$ cat config.mk
export PLATFORM = sky130hd
export DESIGN_NAME = fp_mul_seq
export DESIGN_NICKNAME = d
export VERILOG_FILES = /design/src/rtl/fp_mul_seq.sv
export SDC_FILE = /design/constraint.sdc
export NUM_CORES = 1
export LEC_CHECK = 0
export CORE_AREA = 2 2 115 117
export DETAILED_ROUTE_END_ITERATION = 8
export DIE_AREA = 0 0 117 119
export GPL_ROUTABILITY_DRIVEN = 0
export PLACE_DENSITY_LB_ADDON = 0.2
export SYNTH_ARGS = -nofsm -noshare
export SYNTH_HDL_FRONTEND = slang
export SYNTH_SLANG_ARGS = --single-unit
$ cat constraint.sdc
create_clock -name clk -period 2.36 [get_ports clk]
set_clock_uncertainty 0.2 [all_clocks]
set_input_delay 0.472 -clock clk [delete_from_list [all_inputs] [get_ports clk]]
set_output_delay 0.472 -clock clk [all_outputs]
set_load 0.01 [all_outputs]
$ cat src/rtl/fp_mul_seq.sv
// fp_mul_seq: FP multiply sequencer; resolves NaN/inf/zero locally, issues the rest to an external core with a watchdog.
// Define FP_MUL_SEQ_FTZ_EN to flush denormal operands to zero before classification.
module fp_mul_seq #(
    parameter int IS_DOUBLE   = 0,
    parameter int EXP_WIDTH   = IS_DOUBLE ? 11 : 8,
    parameter int MANT_WIDTH  = IS_DOUBLE ? 52 : 23,
    parameter int TOTAL_WIDTH = EXP_WIDTH + MANT_WIDTH + 1,
    parameter int TIMEOUT     = 64
) (
    input  logic                   clk,
    input  logic                   rst_n,
    input  logic                   in_valid,
    output logic                   in_ready,
    input  logic [TOTAL_WIDTH-1:0] op1,
    input  logic [TOTAL_WIDTH-1:0] op2,
    output logic                   core_start,
    output logic [TOTAL_WIDTH-1:0] core_a,
    output logic [TOTAL_WIDTH-1:0] core_b,
    input  logic                   core_done,
    input  logic [TOTAL_WIDTH-1:0] core_result,
    output logic                   out_valid,
    input  logic                   out_ready,
    output logic [TOTAL_WIDTH-1:0] result,
    output logic [3:0]             out_status,
    output logic                   out_timeout
);
    typedef enum logic [1:0] {IDLE, CLASS, CORE, OUT} state_t;
    localparam int CW = $clog2(TIMEOUT);
    localparam logic [TOTAL_WIDTH-1:0] QBIT = TOTAL_WIDTH'(1) << (MANT_WIDTH - 1);
    localparam logic [EXP_WIDTH-1:0] EONES = {EXP_WIDTH{1'b1}};
    localparam logic [TOTAL_WIDTH-1:0] TMO_RES = {1'b0, EONES, 1'b1, {(MANT_WIDTH-1){1'b0}}};

    state_t state, state_nx;
    logic [CW-1:0] cnt;
    logic cls_ph, special_q;
    logic [4:0] r1, r2, c1, c2;
    logic nan, inv, cinf, zro, special, sign;
    logic [TOTAL_WIDTH-1:0] spec_res;

    // {nan, inf, denormal, normal, zero}
    function automatic logic [4:0] classify(input logic [TOTAL_WIDTH-1:0] x);
        logic e1, e0, m0;
        e1 = &x[TOTAL_WIDTH-2:MANT_WIDTH];
        e0 = ~|x[TOTAL_WIDTH-2:MANT_WIDTH];
        m0 = ~|x[MANT_WIDTH-1:0];
        return {e1 & !m0, e1 & m0, e0 & !m0, !e1 & !e0, e0 & m0};
    endfunction

    assign r1 = classify(core_a);
    assign r2 = classify(core_b);
`ifdef FP_MUL_SEQ_FTZ_EN
    assign c1 = {r1[4:3], 1'b0, r1[1], r1[0] | r1[2]};
    assign c2 = {r2[4:3], 1'b0, r2[1], r2[0] | r2[2]};
`else
    assign c1 = r1;
    assign c2 = r2;
`endif

    assign nan  = c1[4] | c2[4];
    assign inv  = !nan & ((c1[3] & c2[0]) | (c1[0] & c2[3]));
    assign cinf = !nan & !inv & (c1[3] | c2[3]);
    assign zro  = !nan & !inv & !cinf & (c1[0] | c2[0]);
    // Only finite non-zero pairs (normal or surviving denormal) go to the core
    assign special = !((c1[1] | c1[2]) & (c2[1] | c2[2]));
    assign sign = core_a[TOTAL_WIDTH-1] ^ core_b[TOTAL_WIDTH-1];
    assign spec_res = nan  ? ((c1[4] ? core_a : core_b) | QBIT) :
                      inv  ? {1'b1, EONES, 1'b1, {(MANT_WIDTH-1){1'b0}}} :
                      cinf ? {sign, EONES, {MANT_WIDTH{1'b0}}} :
                             {sign, {(TOTAL_WIDTH-1){1'b0}}};

    assign in_ready   = state == IDLE;
    assign out_valid  = state == OUT;
    assign core_start = state == CORE && cnt == '0;

    always_comb begin
        state_nx = state;
        case (state)
            IDLE:  state_nx = in_valid ? CLASS : IDLE;
            CLASS: state_nx = !cls_ph ? CLASS : special_q ? OUT : CORE;
            CORE:  state_nx = (core_done || cnt == CW'(TIMEOUT - 1)) ? OUT : CORE;
            OUT:   state_nx = out_ready ? IDLE : OUT;
        endcase
    end

    always_ff @(posedge clk or negedge rst_n) begin
        if (!rst_n) begin
            state       <= IDLE;
            cnt         <= '0;
            cls_ph      <= 1'b0;
            special_q   <= 1'b0;
            core_a      <= '0;
            core_b      <= '0;
            result      <= '0;
            out_status  <= '0;
            out_timeout <= 1'b0;
        end else begin
            state <= state_nx;
            case (state)
                IDLE: begin
                    cls_ph <= 1'b0;
                    if (in_valid) begin
                        core_a <= op1;
                        core_b <= op2;
                    end
                end
                // First CLASS cycle registers the classification, second one acts on it
                CLASS: begin
                    cls_ph <= 1'b1;
                    cnt    <= '0;
                    if (!cls_ph) begin
                        result     <= spec_res;
                        out_status <= {nan, cinf, zro, inv};
                        special_q  <= special;
                    end
                end
                CORE: begin
                    cnt <= cnt + 1'b1;
                    if (core_done) begin
                        result     <= core_result;
                        out_status <= 4'b0000;
                    end else if (cnt == CW'(TIMEOUT - 1)) begin
                        result      <= TMO_RES;
                        out_status  <= 4'b1000;
                        out_timeout <= 1'b1;
                    end
                end
                OUT: if (out_ready) out_timeout <= 1'b0;
            endcase
        end
    end
endmodule

**Word-level counts from Yosys, hierarchy flattened**

Cells that the tools add are included.

- Output and inout bits: 104
- Word-level logic and storage cells: 96
- Bits in registers: 111
- Input bits: 101

- Bitwise gates (word level): 26
- Add/sub/neg operators: 1
- Equality and inequality tests: 9
- Mux-type cells: 24
- Reductions and logical operators: 27

Operator list:

| kind | count |
|---|---|
| $mux W32 | 6 |
| $pmux W32 S2 | 1 |
| $reduce_or A23 Y1 | 2 |
| $mux W31 | 1 |
| $and A1 B1 Y1 | 18 |
| $reduce_and A8 Y1 | 2 |
| $reduce_or A8 Y1 | 2 |
| $mux W4 | 3 |
| $pmux W6 S2 | 1 |
| $logic_not A1 Y1 | 10 |
| $pmux W2 S4 | 1 |
| $pmux W4 S2 | 1 |
| $add A6 B1 Y6 const B | 1 |
| $eq A6 B6 Y1 const B | 1 |
| $logic_not A6 Y1 | 1 |
| $mux W1 | 6 |
| $or A1 B1 Y1 | 6 |
| $reduce_bool A2 Y1 | 3 |
| $eq A2 B2 Y1 const B | 2 |
| $mux W2 | 2 |
| $ne A2 B1 Y1 const B | 2 |
| $ne A2 B2 Y1 const B | 2 |
| $pmux W1 S2 | 2 |
| $reduce_and A2 Y1 | 2 |
| 9 further kinds | 9 |

**Longest topological paths before layout**

- Depth in word-level cells: 14
- Depth in mapped cells: 8
- Depth with buffers taken out: 7

**Worst setup path before layout**

No wires, ideal clock.

- Path kind: reg-to-output
- Start point: register state[0]
- End point: output port core_start
- Required time: 1688 ps
- Stages on the path, launching flop included: 8
- Setup slack: 120 ps
- Arrival time: 1568 ps
- Buffers on the path: 2
- Cells stage by stage: dfrtp_1 -> inv_1 -> ha_1 -> clkbuf_1 -> inv_2 -> clkbuf_1 -> nor2_1 -> and4_1

- Word-level cells in the longest chain between the ends: 2

Ends and longest elaborated chain:

| what | RTL line | RTL |
|---|---|---|
| from (decl) | 33 | `state_t state, state_nx;` |
| from (signal assigned) | 97 | `state <= state_nx;` |
| $eq A2 B2 Y1 | 73 | `assign core_start = state == CORE && cnt == '0;` |
| $logic_and A1 B1 Y1 | 73 |  |
| to (decl) | 16 | `output logic core_start,` |

Every way passes these cells.

**Final worst setup path**

- Start point: register core_a[5]
- End point: register result[0]

- Word-level cells in the longest chain between the ends: 10
- Elaborated cells on any way between the ends: 16
- Those cells by class: mux: 5; bitwise: 8; reduce/logical: 3

Ends and longest elaborated chain:

| what | RTL line | RTL |
|---|---|---|
| from (decl) | 17 | `output logic [TOTAL_WIDTH-1:0] core_a,` |
| from (signal assigned) | 102 | `core_a <= op1;` |
| $reduce_or A23 Y1 (*) | 45 | `m0 = ~\|x[MANT_WIDTH-1:0];` |
| $logic_not A1 Y1 | 45 |  |
| $and A1 B1 Y1 | 46 | `return {e1 & !m0, e1 & m0, e0 & !m0, !e1 & !e0, e0 & m0};` |
| $and A1 B1 Y1 | 60 | `assign inv = !nan & ((c1[3] & c2[0]) \| (c1[0] & c2[3]));` |
| $or A1 B1 Y1 | 60 |  |
| $and A1 B1 Y1 | 60 |  |
| $mux W32 | 67 | `inv ? {1'b1, EONES, 1'b1, {(MANT_WIDTH-1){1'b0}}} :` |
| $mux W32 (*) | 66 | `assign spec_res = nan ? ((c1[4] ? core_a : core_b) \| QBIT) :` |
| $mux W32 (*) | 110 | `if (!cls_ph) begin` |
| $pmux W32 S2 (*) | 98 | `case (state)` |
| to (signal assigned) | 111 | `result <= spec_res;` |
| to (signal assigned) | 119 | `result <= core_result;` |
| to (decl) | 23 | `output logic [TOTAL_WIDTH-1:0] result,` |

Mark *: on every way between the ends. The rest lies on a longest branch, timed or not. The select of a mux whose other input is x is not followed.
A chain may end at the register's enable or synchronous reset.

==> impl_metrics.csv <==
group,metric,value,unit
yosys,synthCells,487,
yosys,yosysTopAreaCell,"dfrtp_1",
yosys,synth-async-reset-ratio,1.00,
grt,antenna_found_initial,0,
place,dp_cells,886,
cells_and_area,antenna_cells,0,
outcome,violations,"negative hold slack",
sta,finalCriticalPeriod,2.27,ns
cells_and_area,mostFrequentLayoutCells,"202 x clkdlybuf4s50_1, 110 x dfrtp_1, 64 x mux2_2",
sta,period_share,0.962,
cts,clk_latency,0.35,ns
grt,grt_max_degree,112,
yosys,seq_area_frac_synth,0.500,
die,initial_core_util,0.431,
cells_and_area,final_area,8600,µm²
sta,hold_slack,-0.000227,ns
yosys,synth_area,5550,µm²
yosys,synth-seq-cells,111,
yosys,synth_ff_type,"dfrtp_1",
setup_path,crit_type,"register to register",
grt,use_met3,0.0539,
cts,cts_tree,"done",
run,cap_violations,0,
pwr,ir_worst_vdd,0.638,mV
cts,clock-root-buffer,"clkbuf_16",
place,dpl.hpwl,12.2,mm
route,wl_per_cell,18.8,µm
yosys,avgSynthCellArea,11.4,µm²
route,via_per_inst,5.47,
route,detail-route-antenna-nets,0,
die,ios,205,
sta,fmaxAchievable,440,MHz
grt,grt_pass1_wl,26.6,mm
cells_and_area,fin_util,0.668,
setup_path,cp-start-kind,"register",
cells_and_area,fin_cells,904,
place,place_area,8130,µm²
sta,relSlewSlack,0.597,
cells_and_area,n_fill_cell,1029,
sta,fin_setup_tns,0,ns
yosys,yosys-top-cells-area,"dfrtp_1 50%, mux2_2 13%, a221oi_2 5.7%",
grt,gr-usage-met1,0.335,
yosys,synth_edf_count,0,
worst_hold_path,min_path_type,"input port to async pin",
cells_and_area,drive_gt1_frac,0.232,
route,drt_first_iter_violations,320,
place,portBuffers,204,
cells_and_area,layout_commonest_cell,"clkdlybuf4s50_1",
cts,ctsHoldBuffers,0,
grt,grt_pass1_vias,5084,
pwr,powerDensity,1370,nW/µm²
cts,htree_levels,3,
die,die_area,13900,µm²
cells_and_area,multi_input_area,2740,µm²
die,core_area,12900,µm²
sta,rsz0062_at_grt,"no",
cells_and_area,syn2layout_area_growth,55.0,%
yosys,syn_nets,594,
setup_path,critical_path.max_fanout,10,
cells_and_area,seqCellArea,2780,µm²
cts,clock_path_buffers,2,
route,num_vias,4941,
sta,setup_ws,0.0890,ns
cts,clkSlewWorstSetupHoldPaths,0.07,ns
pwr,p_leak,3.59,nW
route,drc,0,
die,fp.dieH,119,µm
pwr,power,11.8,mW
sta,worst_pin_slew,0.605,ns
sta,hold_viol_final,1,
sta,setup_viol,0,
outcome,status,"finished with violations",
grt,met2_usage,0.392,
setup_path,critPathCaptureType,"register",
route,routed_wl,17.0,mm
sta,slew_violations,0,
setup_path,r2r_cells,8,
place,pre_cts_ws,-0.268,ns
cts,numCtsBuffers,9,
yosys,ys_types,50,
grt,grt-busiest-layer,"met2",
setup_path,arrival,2.29,ns
grt,grt_overflow,0,
setup_path,required,2.38,ns
cts,cts.sink_count,111,
cells_and_area,final_nets,830,
grt,grt_use_total,0.247,
route,dr.pass1.iters,5,
yosys,yosys_warnings,0,
die,die_x,117,µm
die,rows,42,
yosys,yosysTopAreaCellShare,0.500,
-- routing by layer --
metal,part of all wire,vias up
met4,0.018,0
met1,0.43,2479
met3,0.063,21
met5,0,-
met2,0.49,170
li1,-,2271
-- cell families (layout without fill, tap and decap cells) --
| logic type | after synthesis | in the layout | share of synthesized area |
|---|---|---|---|
| AND/OR/NAND/NOR | 149 | 149 | 0.138 |
| flip-flops | 111 | 111 | 0.500 |
| AO/OA/AOI/OAI | 94 | 94 | 0.143 |
| buffers and inverters | 38 | 279 | 0.0311 |
| adder cells (fa/ha/maj) | 6 | 6 | 0.0135 |
| multiplexers | 87 | 87 | 0.171 |
| XOR/XNOR | 2 | 2 | 0.00316 |
-- sequential cells by signal, summed over array words and instances, names as in the netlist --
register / count
special_q: 1
cls_ph: 1
core_b: 32
out_status: 4
out_timeout: 1
core_a: 32
result: 32
state: 2
cnt: 6
-- area by class of cell --
cell class / instances / area share
Sequential cell: 111 / 0.323
Multi-Input combinational cell: 338 / 0.318
Timing Repair Buffer: 252 / 0.291
Clock buffer: 11 / 0.0282
Tap cell: 176 / 0.0256
Clock inverter: 5 / 0.00945
Inverter: 11 / 0.00480
-- cell usage after synthesis, types with 10 or more instances --
library cell / count
dfrtp_1: 111
mux2_2: 64
nand2_1: 35
nor2_1: 33
a21oi_1: 28
clkbuf_1: 23
mux2i_1: 23
nand2b_1: 23
a221oi_2: 21
nor4_1: 14
inv_1: 10
or3_1: 10
-- timing repair --
action / in CTS / in global routing
endpoints found under the setup margin: 27 / 26
gates resized for setup: 11 / 13
gates cloned: 0 / 1
buffers inserted: 0 / 1
endpoints found under the hold margin: 0 / 0
pin swaps: 0 / 1
-- critical path, cell delays in order (launching register included) --
cell	delay, ns
dfrtp_2	0.44
nor4_4	0.36
buf_4	0.17
and2_1	0.15
a21oi_2	0.10
a221oi_4	0.29
buf_6	0.16
buf_6	0.17
a221oi_1	0.09
-- final timing paths --
check                                   start       endpoint  slack, ns
worst max register to register      core_a[5]      result[0]       0.09
max in group asynchronous               rst_n     core_b[31]       1.51
worst min register to register  out_status[0]  out_status[0]       0.30
worst max-delay path                core_a[5]      result[0]       0.09
min in group clk                out_status[0]  out_status[0]       0.30
worst min-delay path                    rst_n      core_b[7]    -0.0002
-- where the power goes --
part	switching [mW]	internal, mW	leakage (nW)
Clock	0.705	0.961	0.156
Sequential	0.885	2.76	1.36
Combinational	2.90	3.55	2.07
No activity file was read; power rests on OpenSTA's default activity.
